===== config.mk =====
export PLATFORM = sky130hd
export DESIGN_NAME = axi_aw_addr_gen
export DESIGN_NICKNAME = d
export VERILOG_FILES = /design/src/rtl/axi_aw_addr_gen_pkg.sv /design/src/rtl/axi_aw_addr_gen_out_cnt.sv /design/src/rtl/axi_aw_addr_gen.sv
export SDC_FILE = /design/constraint.sdc
export NUM_CORES = 1
export LEC_CHECK = 0
export CAP_MARGIN = 20
export CORE_MARGIN = 1
export CORE_UTILIZATION = 50
export CTS_BUF_LIST = sky130_fd_sc_hd__clkbuf_4
export CTS_CLUSTER_DIAMETER = 80
export DETAILED_ROUTE_END_ITERATION = 6
export PLACE_DENSITY = 0.84
export SYNTH_ARGS = -nofsm -noshare
export SYNTH_HDL_FRONTEND = slang
export SYNTH_SLANG_ARGS = --single-unit

===== constraint.sdc =====
create_clock -name clk -period 3.8 [get_ports clk]
set_clock_uncertainty 0.05 [all_clocks]
set_input_delay 1.14 -clock clk [delete_from_list [all_inputs] [get_ports clk]]
set_output_delay 1.14 -clock clk [all_outputs]
set_load 0.02 [all_outputs]

===== src/rtl/axi_aw_addr_gen_pkg.sv =====
// Shared AXI constants and controller select decode for the NOU AW address generator.
package axi_aw_addr_gen_pkg;

  localparam logic [1:0] AXI_BURST_INCR = 2'b01;
  localparam logic [1:0] AXI_RESP_OKAY  = 2'b00;
  localparam logic [7:0] AXI_LEN_SINGLE = 8'd0;

  typedef enum logic [2:0] {
    SEL_LOAD,
    SEL_HDR,
    SEL_HDR_LAST,
    SEL_DAT,
    SEL_NONE,
    SEL_ILLEGAL
  } sel_e;

  // HDR leaves base as don't-care; DAT needs base low so {pkt,base,incr}=111 stays illegal.
  function automatic sel_e decode_sel(input logic valid, input logic pkt,
                                      input logic base, input logic incr);
    sel_e s;
    if (!valid) begin
      s = SEL_NONE;
    end else begin
      case ({pkt, base, incr})
        3'b010:         s = SEL_LOAD;
        3'b001, 3'b011: s = SEL_HDR;
        3'b110:         s = SEL_HDR_LAST;
        3'b101:         s = SEL_DAT;
        default:        s = SEL_ILLEGAL;
      endcase
    end
    return s;
  endfunction

endpackage


===== src/rtl/axi_aw_addr_gen_out_cnt.sv =====
// Outstanding-transaction tracker: up/down count of issued requests awaiting a response.
module axi_out_cnt_tracker #(
  parameter int unsigned MAX_OUT = 8
) (
  input  logic       clk,
  input  logic       rst_n,
  input  logic       inc_i,
  input  logic       dec_i,
  output logic [7:0] cnt_o,
  output logic       avail_o,
  output logic       underflow_o
);

  localparam logic [7:0] MaxCnt = 8'(MAX_OUT);

  logic [7:0] cnt_q, cnt_d;
  logic       uflow_q, uflow_d;

  always_comb begin
    cnt_d   = cnt_q;
    uflow_d = uflow_q;
    if (inc_i && !dec_i) begin
      cnt_d = cnt_q + 8'd1;
    end else if (!inc_i && dec_i) begin
      // A response with nothing outstanding is flagged, never allowed to wrap the count.
      if (cnt_q == 8'd0) uflow_d = 1'b1;
      else               cnt_d   = cnt_q - 8'd1;
    end
  end

  always_ff @(posedge clk or negedge rst_n) begin
    if (!rst_n) begin
      cnt_q   <= '0;
      uflow_q <= 1'b0;
    end else begin
      cnt_q   <= cnt_d;
      uflow_q <= uflow_d;
    end
  end

  assign cnt_o       = cnt_q;
  assign avail_o     = (cnt_q < MaxCnt);
  assign underflow_o = uflow_q;

endmodule


===== src/rtl/axi_aw_addr_gen.sv =====
// AW-channel address generator: header/data pointers driven by controller selects, single-beat writes.
module axi_aw_addr_gen
  import axi_aw_addr_gen_pkg::*;
#(
  parameter int unsigned ADDR_W     = 32,
  parameter int unsigned ID_W       = 4,
  parameter int unsigned AXI_ID     = 0,
  parameter int unsigned FLIT_BYTES = 32,
  parameter int unsigned MAX_OUT    = 8
) (
  input  logic              clk,
  input  logic              rstn,
  input  logic              addr_valid,
  input  logic              sel_pkt_addr,
  input  logic              sel_base_addr,
  input  logic              sel_incr_addr,
  input  logic [ADDR_W-1:0] base_addr,
  input  logic [ADDR_W-1:0] pkt_addr,
  output logic              axi_awvalid,
  input  logic              axi_awready,
  output logic [ADDR_W-1:0] axi_awaddr,
  output logic [7:0]        axi_awlen,
  output logic [2:0]        axi_awsize,
  output logic [1:0]        axi_awburst,
  output logic [ID_W-1:0]   axi_awid,
  input  logic              axi_bvalid,
  input  logic [1:0]        axi_bresp,
  output logic              axi_bready,
  output logic [7:0]        out_cnt,
  output logic              idle,
  output logic [2:0]        err
);

  localparam logic [ADDR_W-1:0] Stride = ADDR_W'(FLIT_BYTES);

  sel_e              sel;
  logic              issue_sel;
  logic              avail;
  logic              aw_hs, b_hs;
  logic              uflow;
  logic [ADDR_W-1:0] hdr_ptr_q, hdr_ptr_d;
  logic [ADDR_W-1:0] dat_ptr_q, dat_ptr_d;
  logic [1:0]        err_q, err_d;
  logic              bready_q;

  assign sel       = decode_sel(addr_valid, sel_pkt_addr, sel_base_addr, sel_incr_addr);
  assign issue_sel = sel inside {SEL_HDR, SEL_HDR_LAST, SEL_DAT};

  // Gated by rstn so awvalid falls the instant reset asserts, even with selects still high.
  assign axi_awvalid = rstn & issue_sel & avail;
  assign aw_hs       = axi_awvalid & axi_awready;
  assign b_hs        = axi_bvalid & bready_q;

  always_comb begin
    axi_awaddr = '0;
    if (sel == SEL_DAT)  axi_awaddr = dat_ptr_q;
    else if (issue_sel)  axi_awaddr = hdr_ptr_q;
  end

  always_comb begin
    hdr_ptr_d = hdr_ptr_q;
    dat_ptr_d = dat_ptr_q;
    if (sel == SEL_LOAD) begin
      hdr_ptr_d = base_addr;
      dat_ptr_d = pkt_addr;
    end else if (aw_hs) begin
      if (sel == SEL_DAT) dat_ptr_d = dat_ptr_q + Stride;
      else                hdr_ptr_d = hdr_ptr_q + Stride;
    end
  end

  always_comb begin
    err_d = err_q;
    if (sel == SEL_ILLEGAL)                  err_d[0] = 1'b1;
    if (b_hs && axi_bresp != AXI_RESP_OKAY)  err_d[1] = 1'b1;
  end

  always_ff @(posedge clk or negedge rstn) begin
    if (!rstn) begin
      hdr_ptr_q <= '0;
      dat_ptr_q <= '0;
      err_q     <= '0;
      bready_q  <= 1'b0;
    end else begin
      hdr_ptr_q <= hdr_ptr_d;
      dat_ptr_q <= dat_ptr_d;
      err_q     <= err_d;
      bready_q  <= 1'b1;
    end
  end

  axi_out_cnt_tracker #(
    .MAX_OUT(MAX_OUT)
  ) u_out_cnt (
    .clk        (clk),
    .rst_n      (rstn),
    .inc_i      (aw_hs),
    .dec_i      (b_hs),
    .cnt_o      (out_cnt),
    .avail_o    (avail),
    .underflow_o(uflow)
  );

  assign axi_awlen   = AXI_LEN_SINGLE;
  assign axi_awsize  = 3'($clog2(FLIT_BYTES));
  assign axi_awburst = AXI_BURST_INCR;
  assign axi_awid    = ID_W'(AXI_ID);
  assign axi_bready  = bready_q;
  assign idle        = (out_cnt == 8'd0);
  assign err         = {uflow, err_q};

endmodule


* Word-level counts from Yosys, hierarchy flattened *
Index checks and enable logic that the tools add are counted.

storage, ports and cells
  register bits = 76
  latch bits = 0
  RAM bits = 0
  bits in read-only memories = 0
  input bits = 74
  output and inout port bits = 63
  logic and storage cells = 58
  memories = 0

operators by class
  $add $sub $neg = 4
  multipliers = 0
  divide/modulo/power cells = 0
  $lt $le $gt $ge = 1
  eq/ne operators = 11
  shift operators = 0
  muxes and demuxes = 13
  bitwise logic cells = 5
  reduce and logical (&&, ||, !) cells = 17

operators by type and width
  operator               count
  $mux 32                8
  $add 32x6->32 const B  2
  $mux 8                 3
  $eq 3x2->1 const B     4
  $pmux 3 s4             1
  $eq 3x3->1 const B     3
  $add 8x1->8 const B    1
  $logic_not 8->1        1
  $lt 8x4->1 const B     1
  $reduce_bool 2->1      4
  $sub 8x1->8 const B    1
  $eq 3x1->1 const B     2
  $reduce_and 2->1       3
  $and 1x1->1            4
  $ne 2x1->1 const B     2
  $logic_and 1x1->1      3
  $logic_not 3->1        1
  $mux 3                 1
  $reduce_and 3->1       1
  $reduce_bool 3->1      1
  $logic_not 1->1        2
  $reduce_or 2->1        1
  $not 1->1              1

* Logic depth before layout (Yosys ltp) *
  word-level depth = 13
  gate-level depth with buffers = 15
  depth with buffers taken out = 13

* Modules after synthesis *
From an unflattened synthesis, not the netlist that was laid out.

unflattened totals
  cells, all modules = 547
  area, all modules = 4867.2 µm²

modules (own cells, without submodules)
  module               times used  cells each  area each (µm²)  seq. area each (µm²)
  axi_aw_addr_gen      1           482         4172.8           1676.6
  axi_out_cnt_tracker  1           65          694.4            225.2

* Least setup slack after synthesis *
Ideal clock, no wire load.

  path kind = input -> register
  from = input rstn
  to = register u_out_cnt.cnt_q[7] (netlist: u_out_cnt.cnt_o[7])
  library setup time = 0.135 ns
  data arrival time = 3.699 ns
  data required time = 3.615 ns
  slack = -0.085 ns
  stages = 15
  path buffers = 2
  cells stage by stage = nor4b_4 > nand3_1 > or2_2 > buf_2 > inv_2 > buf_4 > ha_1 > inv_1 > ha_1 > a21oi_1 > o211ai_1 > o41ai_1 > xnor2_1 > nor2_1 > xor2_1

between the ends
  longest elaborated chain between the ends = 7
  elaborated cells between the ends (all ways) = 10
  classes of those cells = eq/ne: 1; mux: 1; bitwise: 3; reduce/logical: 5

RTL lines
  item                                line                           RTL
  from (decl)                         axi_aw_addr_gen.sv:12          input logic rstn,
  $and 1x1->1 * (2 in a row)          axi_aw_addr_gen.sv:50          assign axi_awvalid = rstn & issue_sel & avail;
  $and 1x1->1 *                       axi_aw_addr_gen.sv:51          assign aw_hs = axi_awvalid & axi_awready;
  $logic_not 1->1                     axi_aw_addr_gen_out_cnt.sv:24  end else if (!inc_i && dec_i) begin
  $logic_and 1x1->1                   axi_aw_addr_gen_out_cnt.sv:24
  $reduce_bool 2->1 (no source line)  n/a
  $reduce_and 2->1 (no source line)   n/a
  to (signal assigned)                axi_aw_addr_gen_out_cnt.sv:36  cnt_q <= cnt_d;
  to (decl)                           axi_aw_addr_gen_out_cnt.sv:16  logic [7:0] cnt_q, cnt_d;

Every way passes the cells marked *; elsewhere a longest branch is shown, timed or not.
A chain may end at the register's enable or synchronous reset.

* Final worst setup path *
  from = input sel_base_addr
  to = output axi_awaddr[4]

between the ends
  longest elaborated chain between the ends = 8
  elaborated cells between the ends (all ways) = 14
  classes of those cells = eq/ne: 8; mux: 4; reduce/logical: 2

RTL lines
  item                                             line                       RTL
  from (decl)                                      axi_aw_addr_gen.sv:15      input logic sel_base_addr,
  $eq 3x1->1 / $eq 3x2->1 (equally long branches)  axi_aw_addr_gen_pkg.sv:24  case ({pkt, base, incr})
  $reduce_or 2->1                                  axi_aw_addr_gen_pkg.sv:24
  $pmux 3 s4 *                                     axi_aw_addr_gen_pkg.sv:24
  $mux 3 *                                         axi_aw_addr_gen_pkg.sv:21  if (!valid) begin
  $eq 3x1->1, or another cell as far along         axi_aw_addr_gen.sv:47      assign issue_sel = sel inside {SEL_HDR, SEL_HDR_LAST, SEL_DAT};
  $reduce_bool 3->1                                axi_aw_addr_gen.sv:47
  $mux 32                                          axi_aw_addr_gen.sv:57      else if (issue_sel) axi_awaddr = hdr_ptr_q;
  $mux 32 *                                        axi_aw_addr_gen.sv:56      if (sel == SEL_DAT) axi_awaddr = dat_ptr_q;
  to (decl)                                        axi_aw_addr_gen.sv:21      output logic [ADDR_W-1:0] axi_awaddr,

Marks and branches as above.

==> load_flow_metrics.sql <==
INSERT INTO impl_metrics (metric_group, metric, value, unit) VALUES
('layout', 'fraction_of_layout_cells_with_a_size_suffix_above_1', '11.8', '%'),
('critical_path', 'critPathMostFrequentCell', 'sky130_fd_sc_hd__dlygate4sd2_1', ''),
('drt', 'num_vias', '4871', ''),
('power', 'cellInternalPower', '1.79', 'mW'),
('drt', 'vias_per_cell', '5.96', ''),
('global_route', 'grt_start_max_net_pins', '77', ''),
('critical_path', 'worst_path_arrival', '2.57', 'ns'),
('place', 'number_of_buffers_inserted_by_port_buffering', '119', ''),
('place', 'post-dp-hpwl', '10400', 'um'),
('global_route', 'globalRoute.totalOverflow', '0', ''),
('drt', 'drt.antenna.violating_nets', '0', ''),
('layout', 'diodes', '0', ''),
('floorplanning', 'rows', '35', ''),
('drt', 'initialDrtViolationCount', '470', ''),
('timing', 'timing_max_transition_violations_final', '0', ''),
('place', 'gpl.final_weighted_congestion', '0.910', ''),
('clocking', 'cts.sink_count', '76', ''),
('clocking', 'insertion_delay', '0.45', 'ns'),
('layout', 'nNetsFinal', '786', ''),
('power', 'powerDensity', '458', 'mW/mm^2'),
('yosys', 'synth.yosys.warnings', '0', ''),
('yosys', 'async_reset_ff_share', '100', '%'),
('power', 'power.sequential.fraction', '42.5', '%'),
('critical_path', 'worstReg2RegEnd', 'u_out_cnt.cnt_o[7]', ''),
('yosys', 'synthTopCellsByArea', 'sky130_fd_sc_hd__dfrtp_1 40%, sky130_fd_sc_hd__nand2_1 7.6%, sky130_fd_sc_hd__a22o_1 5.2%', ''),
('yosys', 'post-synth-top-count-cell', 'sky130_fd_sc_hd__nand2_1', ''),
('power', 'clkPwrFrac', '20.7', '%'),
('critical_path', 'setup.worst_path.start_class', 'input pin', ''),
('yosys', 'synth_top_area_share', '40.1', '%'),
('clocking', 'htreeDepth', '3', ''),
('clocking', 'register_clock_pin_slew_on_the_reported_worst_setup_and_hold_paths', '0.12', 'ns'),
('hold_path', 'hold_path_startpoint', 'err_q[0]', ''),
('clocking', 'cts_buffers', '9', ''),
('global_route', 'antenna_found_initial', '0', ''),
('global_route', 'grt_first_pass_wirelength', '23500', 'um'),
('critical_path', 'worst_path_max_delay_cell', 'sky130_fd_sc_hd__dlygate4sd2_1', ''),
('yosys', 'synth_seq_area_share', '40.1', '%'),
('power', 'switching_power', '1.11', 'mW'),
('critical_path', 'critical-path-max-stage-delay', '0.31', 'ns'),
('power', 'swShare', '38.4', '%'),
('yosys', 'syn_inst', '565', ''),
('critical_path', 'path_max_fanout', '17', ''),
('critical_path', 'path_depth', '6', ''),
('global_route', 'grt_use_total', '30.3', '%'),
('status', 'run_status', 'finished, final reports clean', ''),
('floorplanning', 'ioPinCount', '137', ''),
('clocking', 'hold_buffers', '0', ''),
('hold_path', 'hold_depth', '1', ''),
('critical_path', 'rrSetupSlack', '0.65', 'ns'),
('power', 'static_leakage', '2.66', 'nW'),
('floorplanning', 'dieWidth', '99.4', 'um'),
('timing', 'post-route-period-util', '98.9', '%'),
('floorplanning', 'floorplan.initialDensity', '51.6', '%'),
('layout', 'finish.utilization', '68.8', '%'),
('yosys', 'ys_top_cells_by_count', '96 x sky130_fd_sc_hd__nand2_1, 76 x sky130_fd_sc_hd__dfrtp_1, 47 x sky130_fd_sc_hd__nor2_1', ''),
('timing', 'hold_slack', '0.423', 'ns'),
('power', 'power_frac_comb', '36.7', '%'),
('floorplanning', 'die-height', '99.4', 'um'),
('hold_path', 'terminating_pin_of_the_worst_hold_path', 'err_q[0]', ''),
('timing', 'rsz0062_at_grt', 'false', ''),
('critical_path', 'end_kind', 'primary output', ''),
('layout', 'area_growth_syn_to_layout', '33.3', '%'),
('timing', 'final_period_demand_of_the_worst_path', '3.76', 'ns'),
('global_route', 'global_route.peak_usage_layer', 'met2', ''),
('yosys', 'synth_area', '0.00475', 'sq mm'),
('floorplanning', 'coreArea', '0.00920', 'sq mm'),
('clocking', 'cts.path.max_buffers', '2', ''),
('yosys', 'dominantRegCellSynth', 'sky130_fd_sc_hd__dfrtp_1', ''),
('critical_path', 'worst-path-buf-inv', '3', ''),
('yosys', 'yosysUniqueCellTypes', '57', ''),
('yosys', 'ys_ff_latch', '76', '');
-- metal layers --
layer	share of wire, %	vias up	wire (um)
met2	49	225	7100
li1	-	2274	-
met1	41	2339	5990
met4	2.3	0	336
met5	0	-	0
met3	7.0	33	1010
-- timing repair --
item,CTS,global route
gates resized for setup,73,28
cloned,1,0
endpoints found under the setup margin,34,31
pin swaps,0,1
setup buffers,0,1
-- worst max-delay path by stage --
stage          slack, ns            endpoint           from
2_1_floorplan       0.02  u_out_cnt.cnt_o[7]           rstn
3_3_place_gp       -0.48  u_out_cnt.cnt_o[7]  sel_incr_addr
3_5_place_dp       -0.64  u_out_cnt.cnt_o[7]  sel_incr_addr
4_1_cts            -0.02      axi_awaddr[11]   sel_pkt_addr
5_1_grt            0.003      axi_awaddr[20]   sel_pkt_addr
6_report            0.04       axi_awaddr[4]  sel_base_addr
-- through the flow --
step	instance area (sq um)	setup WS (ns)	total power, mW	std cells	TNS, ns
after CTS	6380	-0.0179	2.89	816	-0.194
after detailed placement	6190	-0.635	2.31	799	-16.86
after global routing	6330	0.00310	3.06	817	0
final	6330	0.0414	2.90	817	0
after global placement	6190	-0.480	2.25	799	-14.23
after floorplan	4810	0.0161	1.83	581	0
-- power by group through the flow --
| stage | combinational [mW] | clock [mW] | sequential, mW |
|---|---|---|---|
| after floorplan | 0.612 | 0 | 1.22 |
| after detailed placement | 1.07 | 0 | 1.24 |
| after CTS | 1.07 | 0.599 | 1.23 |
| after global routing | 1.17 | 0.627 | 1.26 |
| final | 1.07 | 0.601 | 1.23 |
| after global placement | 1.01 | 0 | 1.23 |
-- worst register-to-register path, delay by kind of cell (launching register included) --
kind | cells | cell delay [ns]
AOI/OAI and AO/OA | 3 | 0.67
DFF | 1 | 0.46
xor gates and xnor gates | 2 | 0.30
buffers and inverters | 2 | 0.16
adders and majority gates | 2 | 0.46
and+or+nand+nor | 4 | 0.93
-- logic make-up (layout without fill, tap and decap cells) --
| logic type | count (synthesis) | in the layout | synth area share, % |
|---|---|---|---|
| buffers and inverters | 59 | 184 | 6.33 |
| xor gates and xnor gates | 31 | 31 | 5.72 |
| muxes | 2 | 2 | 0.448 |
| AOI/OAI and AO/OA | 150 | 150 | 21.2 |
| DFF | 76 | 76 | 40.1 |
| other | 2 | 18 | 0.158 |
| adders and majority gates | 11 | 11 | 3.06 |
| and+or+nand+nor | 234 | 234 | 23.0 |
-- state kept, by name, summed over array words and instances (netlist names) --
register               count
dat_ptr_q                 32
hdr_ptr_q                 32
u_out_cnt.cnt_o            8
err_q                      2
axi_bready                 1
u_out_cnt.underflow_o      1
-- final cells by class --
type | instances | area (sq um) | share of cell area [%]
clock inverters | 7 | 97.6 | 1.54
inverters | 10 | 37.5 | 0.593
multi-input cells | 446 | 2630 | 41.6
flip-flops and latches | 76 | 1900 | 30.1
repair buffers | 158 | 1450 | 23.0
well taps | 111 | 139 | 2.20
clock buffers | 9 | 67.6 | 1.07
-- placed cells by master, fill, tap and decap left out, types with 4 or more instances in the layout --
cell                               n
sky130_fd_sc_hd__a21oi_1          26
sky130_fd_sc_hd__a22o_1           28
sky130_fd_sc_hd__a311oi_1          5
sky130_fd_sc_hd__a31oi_1           6
sky130_fd_sc_hd__and3_1            7
sky130_fd_sc_hd__buf_2            14
sky130_fd_sc_hd__buf_4            37
sky130_fd_sc_hd__clkbuf_4          9
sky130_fd_sc_hd__clkdlybuf4s15_1  16
sky130_fd_sc_hd__clkdlybuf4s50_1  81
sky130_fd_sc_hd__conb_1           18
sky130_fd_sc_hd__dfrtp_1          76
sky130_fd_sc_hd__dlygate4sd2_1     7
sky130_fd_sc_hd__ha_1             10
sky130_fd_sc_hd__inv_1             8
sky130_fd_sc_hd__nand2_1          96
sky130_fd_sc_hd__nand3_1          26
sky130_fd_sc_hd__nand4_1          12
sky130_fd_sc_hd__nor2_1           47
sky130_fd_sc_hd__nor3_1           15
sky130_fd_sc_hd__nor4_1            7
sky130_fd_sc_hd__o21ai_0          43
sky130_fd_sc_hd__o22a_1            5
sky130_fd_sc_hd__o22ai_1           6
sky130_fd_sc_hd__o311ai_0          5
sky130_fd_sc_hd__or3_1             4
sky130_fd_sc_hd__xnor2_1          14
sky130_fd_sc_hd__xor2_1           17
Power figures use the tool's default switching activity.
